==> config.mk <==
export PLATFORM = sky130hd
export DESIGN_NAME = accumulator_binary_multichannel
export DESIGN_NICKNAME = d
export VERILOG_FILES = /design/src/rtl/accumulator_binary_multichannel.sv
export SDC_FILE = /design/constraint.sdc
export NUM_CORES = 1
export LEC_CHECK = 0
export CAP_MARGIN = 10
export CORE_MARGIN = 3
export CORE_UTILIZATION = 55
export CTS_BUF_LIST = sky130_fd_sc_hd__clkbuf_2 sky130_fd_sc_hd__clkbuf_4 sky130_fd_sc_hd__clkbuf_8
export DETAILED_ROUTE_END_ITERATION = 8
export GPL_ROUTABILITY_DRIVEN = 0
export PLACE_DENSITY = 0.82
export SKIP_CTS_REPAIR_TIMING = 1
export SYNTH_ARGS = -nofsm -noshare
export SYNTH_HDL_FRONTEND = slang
export SYNTH_SLANG_ARGS = --single-unit
==> constraint.sdc <==
create_clock -name clock -period 8.5 [get_ports clock]
set_input_delay 1.7 -clock clock [delete_from_list [all_inputs] [get_ports clock]]
set_output_delay 1.7 -clock clock [all_outputs]
set_load 0.01 [all_outputs]
==> src/rtl/accumulator_binary_multichannel.sv <==
// Bank of signed accumulators sharing one pipelined add/sub datapath.
// Ops are accepted per channel with a busy-bit hazard stall and reported on an output strobe.
module accumulator_binary_multichannel #(
    parameter int                    WORD_WIDTH    = 16,
    parameter int                    CHANNEL_COUNT = 4,
    parameter int                    CHANNEL_WIDTH = 2,
    parameter int                    PIPE_STAGES   = 1,
    parameter int                    SATURATE      = 0,
    parameter logic [WORD_WIDTH-1:0] INITIAL_VALUE = '0
) (
    input  logic                                clock,
    input  logic                                clear,
    input  logic                                input_valid,
    output logic                                input_ready,
    input  logic [CHANNEL_WIDTH-1:0]            input_channel,
    input  logic [1:0]                          input_op,
    input  logic [WORD_WIDTH-1:0]               input_value,
    output logic                                output_valid,
    output logic [CHANNEL_WIDTH-1:0]            output_channel,
    output logic [WORD_WIDTH-1:0]               output_value,
    output logic                                output_overflow,
    output logic [CHANNEL_COUNT*WORD_WIDTH-1:0] accumulated_values
);

    typedef enum logic [1:0] {
        OP_ADD   = 2'b00,
        OP_SUB   = 2'b01,
        OP_LOAD  = 2'b10,
        OP_RESET = 2'b11
    } op_e;

    localparam int LAST = PIPE_STAGES;
    localparam logic [WORD_WIDTH-1:0] MAX_VALUE = {1'b0, {(WORD_WIDTH-1){1'b1}}};
    localparam logic [WORD_WIDTH-1:0] MIN_VALUE = {1'b1, {(WORD_WIDTH-1){1'b0}}};

    logic [WORD_WIDTH-1:0]    acc_q [CHANNEL_COUNT];
    logic [WORD_WIDTH-1:0]    acc_d [CHANNEL_COUNT];
    logic [CHANNEL_COUNT-1:0] busy_q;
    logic [CHANNEL_COUNT-1:0] busy_d;

    logic                     stage_valid_q   [LAST+1];
    logic                     stage_valid_d   [LAST+1];
    op_e                      stage_op_q      [LAST+1];
    op_e                      stage_op_d      [LAST+1];
    logic [CHANNEL_WIDTH-1:0] stage_channel_q [LAST+1];
    logic [CHANNEL_WIDTH-1:0] stage_channel_d [LAST+1];
    logic [WORD_WIDTH-1:0]    stage_value_q   [LAST+1];
    logic [WORD_WIDTH-1:0]    stage_value_d   [LAST+1];
    logic [WORD_WIDTH-1:0]    stage_base_q    [LAST+1];
    logic [WORD_WIDTH-1:0]    stage_base_d    [LAST+1];

    logic                     output_valid_q;
    logic                     output_valid_d;
    logic [CHANNEL_WIDTH-1:0] output_channel_q;
    logic [CHANNEL_WIDTH-1:0] output_channel_d;
    logic [WORD_WIDTH-1:0]    output_value_q;
    logic [WORD_WIDTH-1:0]    output_value_d;
    logic                     output_overflow_q;
    logic                     output_overflow_d;

    logic                     channel_ok;
    logic                     channel_busy;
    logic [WORD_WIDTH-1:0]    channel_acc;
    logic                     accept;

    logic                     commit_valid;
    op_e                      commit_op;
    logic [CHANNEL_WIDTH-1:0] commit_channel;
    logic [WORD_WIDTH-1:0]    commit_a;
    logic [WORD_WIDTH-1:0]    commit_b;
    logic [WORD_WIDTH:0]      sum_ext;
    logic [WORD_WIDTH-1:0]    commit_result;
    logic                     commit_overflow;

    // Out-of-range channel indices never match, so they are never ready.
    always_comb begin
        channel_ok   = 1'b0;
        channel_busy = 1'b0;
        channel_acc  = '0;
        for (int i = 0; i < CHANNEL_COUNT; i++) begin
            if (input_channel == CHANNEL_WIDTH'(i)) begin
                channel_ok   = 1'b1;
                channel_busy = busy_q[i];
                channel_acc  = acc_q[i];
            end
        end
    end

    assign input_ready = !clear && channel_ok && !channel_busy;
    assign accept      = input_valid && input_ready;

    always_comb begin
        stage_valid_d[0]   = accept;
        stage_op_d[0]      = op_e'(input_op);
        stage_channel_d[0] = input_channel;
        stage_value_d[0]   = input_value;
        stage_base_d[0]    = channel_acc;
        for (int s = 1; s <= LAST; s++) begin
            stage_valid_d[s]   = stage_valid_q[s-1];
            stage_op_d[s]      = stage_op_q[s-1];
            stage_channel_d[s] = stage_channel_q[s-1];
            stage_value_d[s]   = stage_value_q[s-1];
            stage_base_d[s]    = stage_base_q[s-1];
        end
    end

    assign commit_valid   = stage_valid_q[LAST];
    assign commit_op      = stage_op_q[LAST];
    assign commit_channel = stage_channel_q[LAST];
    assign commit_a       = stage_base_q[LAST];
    assign commit_b       = stage_value_q[LAST];

    // One extra bit exposes signed overflow as a mismatch of the top two bits.
    always_comb begin
        sum_ext         = '0;
        commit_result   = INITIAL_VALUE;
        commit_overflow = 1'b0;
        unique case (commit_op)
            OP_ADD, OP_SUB: begin
                if (commit_op == OP_ADD) begin
                    sum_ext = {commit_a[WORD_WIDTH-1], commit_a} + {commit_b[WORD_WIDTH-1], commit_b};
                end else begin
                    sum_ext = {commit_a[WORD_WIDTH-1], commit_a} - {commit_b[WORD_WIDTH-1], commit_b};
                end
                commit_overflow = sum_ext[WORD_WIDTH] ^ sum_ext[WORD_WIDTH-1];
                if (commit_overflow && SATURATE != 0) begin
                    commit_result = sum_ext[WORD_WIDTH] ? MIN_VALUE : MAX_VALUE;
                end else begin
                    commit_result = sum_ext[WORD_WIDTH-1:0];
                end
            end
            OP_LOAD:  commit_result = commit_b;
            default:  commit_result = INITIAL_VALUE;
        endcase
    end

    // A committing channel is never the accepting one, so the busy updates never collide.
    always_comb begin
        acc_d             = acc_q;
        busy_d            = busy_q;
        output_valid_d    = commit_valid;
        output_channel_d  = output_channel_q;
        output_value_d    = output_value_q;
        output_overflow_d = output_overflow_q;
        if (commit_valid) begin
            output_channel_d  = commit_channel;
            output_value_d    = commit_result;
            output_overflow_d = commit_overflow;
            for (int i = 0; i < CHANNEL_COUNT; i++) begin
                if (commit_channel == CHANNEL_WIDTH'(i)) begin
                    acc_d[i]  = commit_result;
                    busy_d[i] = 1'b0;
                end
            end
        end
        if (accept) begin
            for (int i = 0; i < CHANNEL_COUNT; i++) begin
                if (input_channel == CHANNEL_WIDTH'(i)) begin
                    busy_d[i] = 1'b1;
                end
            end
        end
    end

    always_ff @(posedge clock) begin
        if (clear) begin
            for (int i = 0; i < CHANNEL_COUNT; i++) begin
                acc_q[i] <= INITIAL_VALUE;
            end
            busy_q <= '0;
            for (int s = 0; s <= LAST; s++) begin
                stage_valid_q[s]   <= 1'b0;
                stage_op_q[s]      <= OP_ADD;
                stage_channel_q[s] <= '0;
                stage_value_q[s]   <= '0;
                stage_base_q[s]    <= '0;
            end
            output_valid_q    <= 1'b0;
            output_channel_q  <= '0;
            output_value_q    <= '0;
            output_overflow_q <= 1'b0;
        end else begin
            acc_q             <= acc_d;
            busy_q            <= busy_d;
            stage_valid_q     <= stage_valid_d;
            stage_op_q        <= stage_op_d;
            stage_channel_q   <= stage_channel_d;
            stage_value_q     <= stage_value_d;
            stage_base_q      <= stage_base_d;
            output_valid_q    <= output_valid_d;
            output_channel_q  <= output_channel_d;
            output_value_q    <= output_value_d;
            output_overflow_q <= output_overflow_d;
        end
    end

    assign output_valid    = output_valid_q;
    assign output_channel  = output_channel_q;
    assign output_value    = output_value_q;
    assign output_overflow = output_overflow_q;

    always_comb begin
        accumulated_values = '0;
        for (int i = 0; i < CHANNEL_COUNT; i++) begin
            accumulated_values[i*WORD_WIDTH +: WORD_WIDTH] = acc_q[i];
        end
    end

endmodule

==> reports/metrics.cfg, run 1 <==
[drt]
drt_wl_total_um = 15800
vias = 5305
first_pass_iters = 5
ant_nets = 0
drc_errors = 0
routedWlPerCell_um = 17.36
viasPerCell = 5.830
drtIter0Drc = 324

[critical_path]
cp_max_fo = 20
rrSetupSlack_ns = 4.81
cp-end-kind = output port
ff2ff_path_depth = 11
crit_type = in2out
arrival_ns = 3.92
critPathLaunchType = primary input
r2r_end = accumulated_values[45]
cp.required_ns = 6.80
r2r-start = commit_op[1]

[clocking]
numCtsBuffers = 17
htree_num_levels = 4
clk_latency_ns = 0.45
cts.clk_slew.worst_paths_ns = 0.08
cts_tree = done
clockRootBuffer = clkbuf_8
cts.sinks = 162
cts_buffer_depth = 2

[timing]
rsz0062_at_grt = no
period_needed_ns = 5.622
max_slew_margin_pct = 30.17
fin_skew_ns = 0.01783
tightest_slew_ns = 1.044
max_freq_mhz = 177.9
layout_setup_ws_ns = 2.878
worst_hold_slack_ns = 0.4451
final_max_slew_viol_count = 0
setup_viol = 0
setup_tns_ns = 0
period_share_pct = 66.15
finalHoldViolCount = 0

[logic_synthesis]
synth_top_area_share_pct = 49.10
synth_cells = 668
synthesis.nets = 714
yosysTopAreaCell = dfxtp_1
syn_area_per_cell_um2 = 9.888
netlist_area_um2 = 6605
synth_ff_type = dfxtp_1
ys_types = 45
ys_seq_area_share_pct = 49.10
ys_ff_latch = 162
synth_edf_count = 0
ys_top_cells_by_count = dfxtp_1, nor2_1, a211oi_1
synth.most_common_cell = dfxtp_1
synth_warnings = 0
synthTopCellsByArea = dfxtp_1, a211oi_1, nor2b_1
postSynth.asyncResetShare_pct = 0

[global_routing]
overflow = 0
grt_pass1_vias = 5237
grt_start_max_net_pins = 84
grt_first_pass_wirelength_um = 25370
grt_use_total_pct = 24.24
antenna_found_initial = 0

[floorplanning]
die_h_um = 115.6
core_um2 = 11560
io_pins = 108
die_w_um = 115.6
die-area_um2 = 13360
rows = 39
start_util_pct = 57.11

[hold_path]
hold_start = stage_op_d[0]
whs_endpoint = commit_op[0]
hp-class = reg2reg
holdPathStages = 1

[placed_design]
io_buffer_count = 107
pre_cts_slack_ns = 2.881
dp_hpwl_um = 10940

[power_and_ir_drop]
leakage_nw = 2.946
power.density_nw_per_um2 = 183.1
peakVddDrop_mv = 0.1329

[layout]
area_growth_pct = 22.77
nets = 801
layout-drive-gt1-share_pct = 8.605
diodes = 0
fillers = 858

[status]
status = complete, no violations

[run]
cap_viol_max_count = 0

metrics by stage:
step	cell area [µm²]	std cells	utilization (%)	power, mW
floorplan	6605	668	-	0.9180
global placement	7739	879	66.92	0.9742
detailed placement	7739	879	66.92	0.9791
CTS	8109	910	70.12	1.494
global route	8109	910	70.12	1.546
finish	8109	910	70.12	1.484
placed cells by master (no fill, tap or decap), types with 5 or more instances in the layout:
cell type,netlist,layout
dfxtp_1,162,162
nor2_1,108,107
clkdlybuf4s50_1,0,106
a211oi_1,73,73
nor2b_1,72,72
a21oi_1,25,25
ha_1,22,22
nand2_1,18,18
mux4_2,17,17
clkbuf_8,0,17
inv_1,14,14
xor2_1,14,14
xnor2_1,12,12
o21ai_0,12,12
a311oi_1,11,11
a22oi_1,11,11
buf_4,0,8
nand3_1,5,5
cells by family (layout without fill, tap and decap cells):
| group | after synthesis | count (layout) | share of synthesized area, % |
|---|---|---|---|
| AOI/OAI and AO/OA | 152 | 152 | 16.37 |
| xor gates and xnor gates | 27 | 27 | 3.789 |
| adders and majority gates | 23 | 23 | 4.470 |
| buffers and inverters | 60 | 159 | 3.504 |
| DFF | 162 | 162 | 49.10 |
| muxes | 18 | 18 | 5.948 |
| and+or+nand+nor | 226 | 226 | 16.82 |
power by group:
group	switching [mW]	internal, mW
Sequential	0.0173	0.781
Combinational	0.0920	0.0742
Clock	0.282	0.238
Total	0.392	1.09
sequential cells by signal (all words and copies together) (netlist names):
signal / count
output_channel: 2
commit_b: 16
commit_a: 16
commit_op: 2
stage_valid_d: 1
busy_q: 4
stage_channel_d: 2
output_overflow: 1
stage_base_d: 16
stage_value_d: 16
commit_valid: 1
output_valid: 1
stage_op_d: 2
output_value: 16
commit_channel: 2
accumulated_values: 64
worst max-delay path, cell delays in order:
cell             delay (ns)
clkdlybuf4s50_1        1.13
mux4_2                 0.41
nor2_1                 0.13
clkdlybuf4s50_1        0.55
routing by layer:
| layer | global-route usage, % | wire length [µm] |
|---|---|---|
| met1 | 32.19 | 6884 |
| met2 | 37.69 | 7262 |
| met3 | 7.990 | 1402 |
| met4 | 7.825 | 249 |
| met5 | 0 | 0 |
final cells by class:
cell class	instances	area, µm²	area share, %
repair buffers	114	1121	13.83
well taps	143	178.9	2.206
clock buffers	18	241.5	2.978
multi-input cells	446	3143	38.76
inverters	14	52.55	0.6480
clock inverters	13	128.9	1.589
flip-flops and latches	162	3243	39.99
how the worst max path moves through the flow:
stage                     slack [ns]     endpoint  cells past startpoint        startpoint
after global placement          2.88  input_ready                      4  input_channel[1]
after detailed placement        2.88  input_ready                      4  input_channel[1]
final                           2.88  input_ready                      4  input_channel[1]
after CTS                       2.88  input_ready                      4  input_channel[1]
after global routing            2.79  input_ready                      4  input_channel[1]
after floorplan                 4.44  input_ready                      2  input_channel[0]
No activity file was read; power rests on OpenSTA's default activity.
==> inputs of run 2 (changes only) <==
==> constraint.sdc (replaced) <==
create_clock -name clock -period 5.3 [get_ports clock]
set_input_delay 1.06 -clock clock [delete_from_list [all_inputs] [get_ports clock]]
set_output_delay 1.06 -clock clock [all_outputs]
set_load 0.01 [all_outputs]
==> reports/metrics.cfg, run 2 (synthesis results as in run 1) <==
[status]
status = complete, no violations

[critical_path]
critPathLaunchType = primary input
cp_max_fo = 20
slowest_stage = clkdlybuf4s50_1
rrSetupSlack_ns = 1.62
crit_start = input_channel[1]
worst_path_most_repeated_cell = clkdlybuf4s50_1
crit_type = in2out
max_stage_delay_ns = 0.56
ff2ff_path_depth = 14
path_buf_inv = 3
r2r-start = commit_b[0]
cp-end-kind = output port
r2r_end = output_value[13]
arrival_ns = 2.86
critPathTopFamily = buffers and inverters
cp.required_ns = 4.24
path_cells = clkdlybuf4s50_1 -> buf_4 -> mux4_2 -> nor2_1 -> clkdlybuf4s50_1

[clocking]
htree_num_levels = 4
cts_tree = done
clk_latency_ns = 0.46
clockRootBuffer = clkbuf_8
numCtsBuffers = 17
cts.clk_slew.worst_paths_ns = 0.08
cts_buffer_depth = 2
cts.sinks = 162

[power_and_ir_drop]
p_clk_share_pct = 37.9
p_sw_share_pct = 25.12
combPwrFrac_pct = 10.8
seq_power_share_pct = 51.4
peakVddDrop_mv = 0.3124
p_int_mw = 1.863
leakage_nw = 2.986
p_switching_mw = 0.6250
fin_total_pwr_mw = 2.488
power.density_nw_per_um2 = 304.8

[drt]
first_pass_iters = 5
drt_wl_total_um = 15870
drtIter0Drc = 372
drc_errors = 0
routedWlPerCell_um = 17.42
ant_nets = 0
vias = 5184
viasPerCell = 5.690

[layout]
nets = 802
final_common_cell = dfxtp_1
largest_register_ffs = 64
layout_common_cells = dfxtp_1, nor2_1, clkdlybuf4s50_1
layout-drive-gt1-share_pct = 8.724
area_growth_pct = 23.58
design_area_um2 = 8163
diodes = 0
instances_no_fill = 911

[hold_path]
holdPathStages = 1
whs_endpoint = commit_a[12]
hp-class = reg2reg
hold_start = stage_base_d[12]

[global_routing]
grt_pass1_vias = 5124
overflow = 0
grt_start_max_net_pins = 96
antenna_found_initial = 0
grt_first_pass_wirelength_um = 25870
grt_use_total_pct = 24.94

[timing]
tightest_slew_ns = 1.119
max_slew_margin_pct = 25.11
period_share_pct = 74.05
period_needed_ns = 3.925
final_max_slew_viol_count = 0
worst_hold_slack_ns = 0.4385
setup_viol = 0
setup_tns_ns = 0
max_freq_mhz = 254.8
rsz0062_at_grt = no
finalHoldViolCount = 0
fin_skew_ns = 0.01503

[placed_design]
dp.cells = 880
post_dp_cell_area_um2 = 7746
dp_hpwl_um = 10950
io_buffer_count = 107

[run]
cap_viol_max_count = 0

[floorplanning]
rows = 39
start_util_pct = 57.11
io_pins = 108
core_um2 = 11560
die-area_um2 = 13360
die_w_um = 115.6
die_h_um = 115.6

run 2: per-stage QoR:
step	setup slack, ns	util (%)
floorplan	2.264	-
finish	1.375	70.58
global route	1.152	70.58
detailed placement	1.384	66.98
CTS	1.382	70.58
global placement	1.396	66.98
run 2: per-layer routing:
layer  wire length [µm]  GRT usage (%)  part of all wire, %
met3               1372          9.817                  8.6
met2               7409          38.39                   47
met1               6876          32.91                   43
met4                208          6.964                  1.3
met5                  0              0                    0
run 2: worst max-delay path by stage:
stage | endpoint | depth (start not counted)
2_1_floorplan | output_overflow | 15
3_3_place_gp | input_ready | 5
3_5_place_dp | input_ready | 5
4_1_cts | input_ready | 5
5_1_grt | accumulated_values[13] | 12
6_report | input_ready | 5
run 2: final cells by class:
type	instances	area, µm²
inverters	14	52.55
clock inverters	11	153.9
multi-input cells	446	3143
flip-flops and latches	162	3243
repair buffers	115	1129
well taps	143	178.9
fillers	839	3402
clock buffers	20	262.8
run 2: worst reg2reg max path: stages, from the launching register on:
cell,delay (ns)
dfxtp_1,0.37
inv_1,0.08
ha_1,0.15
nor3b_1,0.30
and2_2,0.26
a21oi_1,0.09
xor2_1,0.18
ha_1,0.42
nand4_1,0.13
a21oi_1,0.15
a21oi_1,0.14
o21ai_0,0.25
nor4b_1,0.08
a211oi_1,0.74
a211oi_1,0.19
run 2: power groups by stage:
stage	clock network (mW)	logic [mW]	registers (mW)
final	0.942	0.268	1.28
after global routing	1.01	0.294	1.28
after CTS	0.954	0.268	1.28
after detailed placement	0	0.265	1.31
after global placement	0	0.258	1.30
after floorplan	0	0.166	1.31
